--- config.mk ---
export PLATFORM = sky130hd
export DESIGN_NAME = pipe_adder_tree
export DESIGN_NICKNAME = d
export VERILOG_FILES = /design/src/rtl/adder_tree_pkg.sv /design/src/rtl/adder_tree_level.sv /design/src/rtl/pipe_adder_tree.sv
export SDC_FILE = /design/constraint.sdc
export NUM_CORES = 1
export LEC_CHECK = 0
export CAP_MARGIN = 20
export CORE_UTILIZATION = 54
export DETAILED_ROUTE_END_ITERATION = 7
export PLACE_DENSITY = 0.93
export SETUP_SLACK_MARGIN = 0.02
export SYNTH_ARGS = -nofsm -noshare
export SYNTH_HDL_FRONTEND = slang
export SYNTH_SLANG_ARGS = --single-unit
export TNS_END_PERCENT = 50
--- constraint.sdc ---
create_clock -name clk -period 4.2 [get_ports clk]
set_input_delay 0.42 -clock clk [delete_from_list [all_inputs] [get_ports clk]]
set_output_delay 0.42 -clock clk [all_outputs]
set_load 0.01 [all_outputs]
--- src/rtl/adder_tree_pkg.sv ---
// Sizing helpers shared by the pipelined adder tree and its level stages.
package adder_tree_pkg;

  function automatic int clog2_ceil(input int n);
    int r;
    r = 0;
    for (int i = 0; i < 31; i++) begin
      if ((32'sd1 << i) < n) r = i + 32'sd1;
    end
    return r;
  endfunction

  // A single element still gets one register stage.
  function automatic int tree_levels(input int arr_l);
    return (clog2_ceil(arr_l) < 32'sd1) ? 32'sd1 : clog2_ceil(arr_l);
  endfunction

  function automatic int sum_width(input int data_depth, input int arr_l);
    return data_depth + clog2_ceil(arr_l);
  endfunction

  function automatic int level_nodes(input int arr_l, input int lvl);
    int r;
    r = arr_l;
    for (int i = 0; i < 64; i++) begin
      if (i < lvl) r = (r + 32'sd1) / 32'sd2;
    end
    return r;
  endfunction

  // Node width grows one bit per level, capped at the full sum width.
  function automatic int level_width(input int data_depth, input int arr_l, input int lvl);
    return data_depth + ((lvl < clog2_ceil(arr_l)) ? lvl : clog2_ceil(arr_l));
  endfunction

endpackage

--- src/rtl/adder_tree_level.sv ---
// One registered pairwise-add stage of the adder tree; an odd leftover node
// is passed through width-extended.
module adder_tree_level #(
  parameter int IN_N   = 4,
  parameter int IN_W   = 8,
  parameter int OUT_W  = 9,
  parameter int SIGNED = 0,
  localparam int OUT_N = (IN_N + 1) / 2
) (
  input  logic                   clk,
  input  logic                   rst,
  input  logic                   en,
  input  logic                   in_valid,
  input  logic [IN_N*IN_W-1:0]   in_data,
  output logic                   out_valid,
  output logic [OUT_N*OUT_W-1:0] out_data
);

  logic [OUT_N*OUT_W-1:0] sum_s;

  for (genvar j = 0; j < OUT_N; j++) begin : g_node
    logic [OUT_W-1:0] a_s;
    logic [OUT_W-1:0] b_s;
    if (SIGNED != 0) begin : g_sext
      assign a_s = OUT_W'($signed(in_data[2*j*IN_W +: IN_W]));
    end else begin : g_zext
      assign a_s = OUT_W'(in_data[2*j*IN_W +: IN_W]);
    end
    if (2*j + 1 < IN_N) begin : g_pair
      if (SIGNED != 0) begin : g_sext
        assign b_s = OUT_W'($signed(in_data[(2*j+1)*IN_W +: IN_W]));
      end else begin : g_zext
        assign b_s = OUT_W'(in_data[(2*j+1)*IN_W +: IN_W]);
      end
    end else begin : g_odd
      assign b_s = '0;
    end
    assign sum_s[j*OUT_W +: OUT_W] = a_s + b_s;
  end

  // Stage register; every stage of the tree shares the same enable.
  always_ff @(posedge clk) begin
    if (rst) begin
      out_valid <= 1'b0;
      out_data  <= '0;
    end else if (en) begin
      out_valid <= in_valid;
      out_data  <= sum_s;
    end
  end

endmodule

--- src/rtl/pipe_adder_tree.sv ---
// Pipelined balanced adder tree with valid/ready flow control.
// Define PIPE_ADDER_TREE_ACC_EN to add an in_last-delimited group accumulator.
module pipe_adder_tree
  import adder_tree_pkg::*;
#(
  parameter int DATA_DEPTH = 8,
  parameter int ARR_L      = 4,
  parameter int SIGNED     = 0,
  parameter int ACC_BITS   = 4,
  localparam int SUM_W     = sum_width(DATA_DEPTH, ARR_L),
  localparam int LEVELS    = tree_levels(ARR_L),
`ifdef PIPE_ADDER_TREE_ACC_EN
  localparam int OUT_W     = SUM_W + ACC_BITS
`else
  localparam int OUT_W     = SUM_W + 0 * ACC_BITS
`endif
) (
  input  logic                        clk,
  input  logic                        rst,
  input  logic                        in_valid,
  output logic                        in_ready,
  input  logic [DATA_DEPTH*ARR_L-1:0] in_data,
`ifdef PIPE_ADDER_TREE_ACC_EN
  input  logic                        in_last,
`endif
  output logic                        out_valid,
  input  logic                        out_ready,
  output logic [OUT_W-1:0]            out_sum
);

  logic             en_s;
  logic             tree_v_s;
  logic [SUM_W-1:0] tree_q_s;

  // The whole pipeline freezes only when a result is waiting on the consumer.
  assign en_s     = rst || !(out_valid && !out_ready);
  assign in_ready = en_s;

  for (genvar l = 1; l <= LEVELS; l++) begin : g_lvl
    localparam int IN_N  = level_nodes(ARR_L, l - 1);
    localparam int IN_W  = level_width(DATA_DEPTH, ARR_L, l - 1);
    localparam int OUT_N = level_nodes(ARR_L, l);
    localparam int OUT_W_L = level_width(DATA_DEPTH, ARR_L, l);
    logic                       vin_s;
    logic [IN_N*IN_W-1:0]       din_s;
    logic                       v_s;
    logic [OUT_N*OUT_W_L-1:0]   q_s;
    if (l == 1) begin : g_first
      assign vin_s = in_valid;
      assign din_s = in_data;
    end else begin : g_next
      assign vin_s = g_lvl[l-1].v_s;
      assign din_s = g_lvl[l-1].q_s;
    end
    adder_tree_level #(
      .IN_N   (IN_N),
      .IN_W   (IN_W),
      .OUT_W  (OUT_W_L),
      .SIGNED (SIGNED)
    ) u_level (
      .clk       (clk),
      .rst       (rst),
      .en        (en_s),
      .in_valid  (vin_s),
      .in_data   (din_s),
      .out_valid (v_s),
      .out_data  (q_s)
    );
  end

  assign tree_v_s = g_lvl[LEVELS].v_s;
  assign tree_q_s = g_lvl[LEVELS].q_s;

`ifdef PIPE_ADDER_TREE_ACC_EN
  logic [LEVELS-1:0] last_r;
  logic [OUT_W-1:0]  acc_r;
  logic [OUT_W-1:0]  tree_ext_s;
  logic [OUT_W-1:0]  total_s;

  if (SIGNED != 0) begin : g_acc_sext
    assign tree_ext_s = OUT_W'($signed(tree_q_s));
  end else begin : g_acc_zext
    assign tree_ext_s = OUT_W'(tree_q_s);
  end
  assign total_s = acc_r + tree_ext_s;

  // in_last travels alongside its beat through the tree levels.
  always_ff @(posedge clk) begin
    if (rst) begin
      last_r <= '0;
    end else if (en_s) begin
      last_r <= (last_r << 1) | LEVELS'(in_last);
    end
  end

  // Group accumulator: emits the running total on the last beat, then restarts.
  always_ff @(posedge clk) begin
    if (rst) begin
      acc_r     <= '0;
      out_valid <= 1'b0;
      out_sum   <= '0;
    end else if (en_s) begin
      if (tree_v_s && last_r[LEVELS-1]) begin
        out_sum   <= total_s;
        out_valid <= 1'b1;
        acc_r     <= '0;
      end else if (tree_v_s) begin
        acc_r     <= total_s;
        out_valid <= 1'b0;
      end else begin
        out_valid <= 1'b0;
      end
    end
  end
`else
  assign out_valid = tree_v_s;
  assign out_sum   = tree_q_s;
`endif

endmodule

=== Word level (Yosys, flattened, before mapping) ===
Cells that the tools add are included.

* Logic and storage cells: 11
* Bits in registers: 30
* Input port bits: 36
* Output and inout port bits: 12

* Reduce and logical (&&, ||, !) cells: 4
* Add/sub/neg operators: 3

{| class="wikitable"
|+ Operators by type and width
! operator !! count
|-
| $add 8x8->9 || 2
|-
| $add 9x9->10 || 1
|-
| $logic_not 1->1 || 2
|-
| $logic_and 1x1->1 || 1
|-
| $logic_or 1x1->1 || 1
|}

=== Longest topological paths before layout ===
* Word-level depth: 4
* Gate-level depth with buffers: 8
* Depth with buffers taken out: 8

=== By module ===
Synthesis repeated with hierarchy kept, for this count alone.

* Cell total of the unflattened synthesis: 239
* Area, all modules: 2129.5 um^2

{| class="wikitable"
|+ Modules (own cells, without submodules)
! module !! times used !! seq. area each (um^2) !! cells an instance !! area an instance (um^2)
|-
| adder_tree_level at g_lvl[1].u_level || 1 || 380.4 || 157 || 1367.6
|-
| adder_tree_level at g_lvl[2].u_level || 1 || 220.2 || 81 || 753.2
|-
| pipe_adder_tree || 1 || 0.0 || 1 || 8.8
|}

=== Worst setup path before layout ===
Ideal clock, no wire load.

* Path kind: input -> register
* From: input in_data[0]
* To: register g_lvl[1].u_level.out_data[8]
* Path buffers: 0
* Path slack: 2.246 ns
* Data required time: 4.067 ns
* Stages on the path: 6
* Arrival time: 1.821 ns
* Setup time: 0.133 ns
* Cell sequence: ha_1 -> fa_1 -> a21oi_1 -> o211ai_1 -> a2111oi_0 -> nor3_1

* Cells in the longest elaborated chain, start to end: 1

{| class="wikitable"
|+ Ends and longest elaborated chain
! item !! line !! text
|-
| start, declared || pipe_adder_tree.sv:22 || <nowiki>input logic [DATA_DEPTH*ARR_L-1:0] in_data,</nowiki>
|-
| $add 8x8->9 || adder_tree_level.sv:38 || <nowiki>assign sum_s[j*OUT_W +: OUT_W] = a_s + b_s;</nowiki>
|-
| end signal, assigned || adder_tree_level.sv:48 || <nowiki>out_data <= sum_s;</nowiki>
|-
| end, declared || adder_tree_level.sv:16 || <nowiki>output logic [OUT_N*OUT_W-1:0] out_data</nowiki>
|}

Every way passes these cells.
A chain may end at the register's enable or synchronous reset.

=== Worst setup path in the final report ===
* From: input rst
* To: output in_ready

* Cells in the longest elaborated chain, start to end: 1

{| class="wikitable"
|+ Ends and longest elaborated chain
! item !! line !! text
|-
| start, declared || pipe_adder_tree.sv:19 || <nowiki>input logic rst,</nowiki>
|-
| $logic_or 1x1->1 || pipe_adder_tree.sv:36 || <nowiki>assign en_s = rst || !(out_valid && !out_ready);</nowiki>
|-
| end, declared || pipe_adder_tree.sv:21 || <nowiki>output logic in_ready,</nowiki>
|}

Every way passes these cells.

==> impl_metrics.tcl <==
set metrics [dict create \
    drv_cap 0 \
    clk_latency_ns 0.28 \
    postLayoutCoreUtil_pct 71.38 \
    cpLargestDelayFamily "buffers and inverters" \
    place_congestion 0.8332 \
    grt_pass1_vias 1887 \
    start_util_pct 56.90 \
    track_usage_pct 24.42 \
    worstPathCellList "clkdlybuf4s50_1 -> buf_4 -> inv_1 -> nand2_1 -> clkdlybuf4s50_1" \
    slowest_delay_ns 0.55 \
    p_per_area_nw_per_um2 324.2 \
    clk_pin_slew_ns 0.06 \
    drc_errors 0 \
    endpoint "in_ready" \
    worstSetupPathType "in -> out" \
    reg2regPathDepth 8 \
    yosysSeqAreaShare_pct 28.40 \
    via_count 2039 \
    area_growth_pct 25.44 \
    cp_max_fo 36 \
    relSlewSlack_pct 41.24 \
    fp.dieW_um 64.58 \
    syn-num-nets 320 \
    drt_iter0_markers 73 \
    ant_nets 0 \
    crit_path_end_kind "output port" \
    rows 22 \
    io_buffer_count 47 \
    yosysMostFrequentCell "dfxtp_1" \
    final.min_clock_period_ns 2.655 \
    cp_num_cells 5 \
    wl_per_cell_um 13.39 \
    yosys_warnings 0 \
    reg2reg_slack_ns 2.20 \
    outcome "finished clean" \
    grt_max_degree 52 \
    critPathRequiredTime_ns 3.78 \
    r2r-start "g_lvl[1].u_level.out_data[0]$_SDFFE_PP0P_" \
    h-tree-depth 2 \
    crit_slowest_cell "clkdlybuf4s50_1" \
    avgSynthCellArea_um2 8.260 \
    fin_ws_ns 1.545 \
    root_buffer "clkbuf_8" \
    critPathMostFrequentCell "clkdlybuf4s50_1" \
    finalSetupTns_ns 0 \
    clock_path_buffers 2 \
    worst_pin_slew_ns 0.8814 \
    core_area_um2 3716 \
    cts_sinks 30 \
    hp-class "reg -> reg" \
    vdd_drop_max_uv 149.9 \
    totalWireLength_um 4648 \
    syn_inst 256 \
    viasPerCell 5.876 \
    yosys.area.top_type "dfxtp_1" \
    crit_path_start_kind "primary input" \
    dr.pass1.iters 4 \
    synth_common_cells "dfxtp_1, ha_1, nand2_1, nor2_1, a21oi_1" \
    die_h_um 64.58 \
    synth_area_leaders "dfxtp_1, ha_1, a21oi_1, a211oi_1, nand2_1" \
    synthesis.area_um2 2115 \
    cts_buffers 5 \
    grt_pass1_wl_um 7935 \
    yosysTopAreaCellShare_pct 28.40 \
    max_freq_mhz 376.6 \
    dominantRegCellSynth "dfxtp_1" \
    ctsResizeCount 0 \
    dp_worst_setup_slack_ns 1.575 \
    worst-endpoint-arrival_ns 2.24 \
    cts_tree "done" \
    ctsHoldBuffers 0 \
    synth-edff-count 0 \
    p_leak_nw 1.088 \
    hp-start "g_lvl[1].u_level.out_valid$_SDFFE_PP0P_" \
    finalCritPeriodShare_pct 63.22 \
    dp_hpwl_um 3433 \
    setup_violations 0 \
    antenna_cells 0 \
    fin_skew_ns 0.001734 \
    async_reset_ff_share_pct 0 \
    timing.rr.end "g_lvl[2].u_level.out_data[6]$_SDFFE_PP0P_" \
    nets 364 \
    hold_viol 0 \
    design.die.area_um2 4170 \
    synth_cell_types 44 \
    post_route_cells_drive_above_1_share_pct 4.013 \
    ios 48 \
    antenna_found_initial 0 \
    post_cts_buffers 0 \
    final_max_slew_viol_count 0 \
    cp_num_buf_inv 4 \
    gr-total-overflow 0 \
    crit_path_start "rst" \
    ys_ff_latch 30 \
    rsz0062_at_grt "false" \
]
through the flow:
step,std cells,total power [mW],hold slack (ns),instance area (µm²)
after global placement,341,0.6285,0.4419,2570
after global routing,347,0.9201,0.4726,2653
after detailed placement,341,0.6396,0.4494,2570
after floorplan,256,0.5363,0.4322,2115
final,347,0.8599,0.4592,2653
after CTS,347,0.8613,0.4572,2653
state kept, by name, indices dropped and copies added (netlist names):
signal and count:
g_lvl.u_level.out_valid 2, g_lvl.u_level.out_data 28
cell type report:
| type | instances | area, µm² |
|---|---|---|
| multi-input combinational | 205 | 1390 |
| tap | 48 | 60.06 |
| timing repair buffer | 49 | 485.5 |
| sequential | 30 | 600.6 |
| inverter | 9 | 33.78 |
| clock buffer | 6 | 82.58 |
| fill | 292 | 1064 |
kinds of logic after synthesis:
kind of cell    after synthesis  share of synthesized area, %
compound gates               77                         22.78
flops                        30                         28.40
simple gates                 95                         23.20
mux                           1                        0.4734
buf+inv                      21                         5.858
fa+ha+maj                    28                         17.63
xor+xnor                      4                         1.657
worst reg2reg max path, stage by stage, from the launching register on:
cell and delay (ns):
dfxtp_1 0.35, ha_1 0.21, inv_1 0.07, fa_1 0.42, nor2b_4 0.14, o31a_2 0.17, o21ai_1 0.08, or4_1 0.41
nand3_1 0.09
worst min path at each step:
stage	endpoint	slack (ns)	cells after the start
floorplan	g_lvl[1].u_level.out_valid$_SDFFE_PP0P_	0.43	2
global placement	g_lvl[1].u_level.out_valid$_SDFFE_PP0P_	0.44	2
detailed placement	g_lvl[1].u_level.out_valid$_SDFFE_PP0P_	0.45	2
CTS	g_lvl[1].u_level.out_valid$_SDFFE_PP0P_	0.46	2
global route	g_lvl[1].u_level.out_valid$_SDFFE_PP0P_	0.47	2
finish	g_lvl[1].u_level.out_valid$_SDFFE_PP0P_	0.46	2
layout by cell type (no fill, tap or decap), drive strengths merged, types with 5 or more instances in the layout:
master and instances:
a211oi 13, a21oi 20, a31oi 6, clkbuf 6, clkdlybuf4s50 47, dfxtp 30
ha 25, inv 9, nand2 25, nand3 7, nor2 25, nor3 10
nor4b 9, o21ai 22, or4 5
metal layers:
layer	share of wire (%)	vias up	GRT usage, %
met2	48	60	42.89
met5	0	-	0
met4	1.6	0	8.889
met3	4.7	7	5.634
li1	-	1035	-
met1	46	937	28.74
power breakdown:
part           switching, mW  internal, mW
logic                  0.141         0.151
registers             0.0224         0.322
clock network         0.0977         0.126
Power figures use the tool's default switching activity.
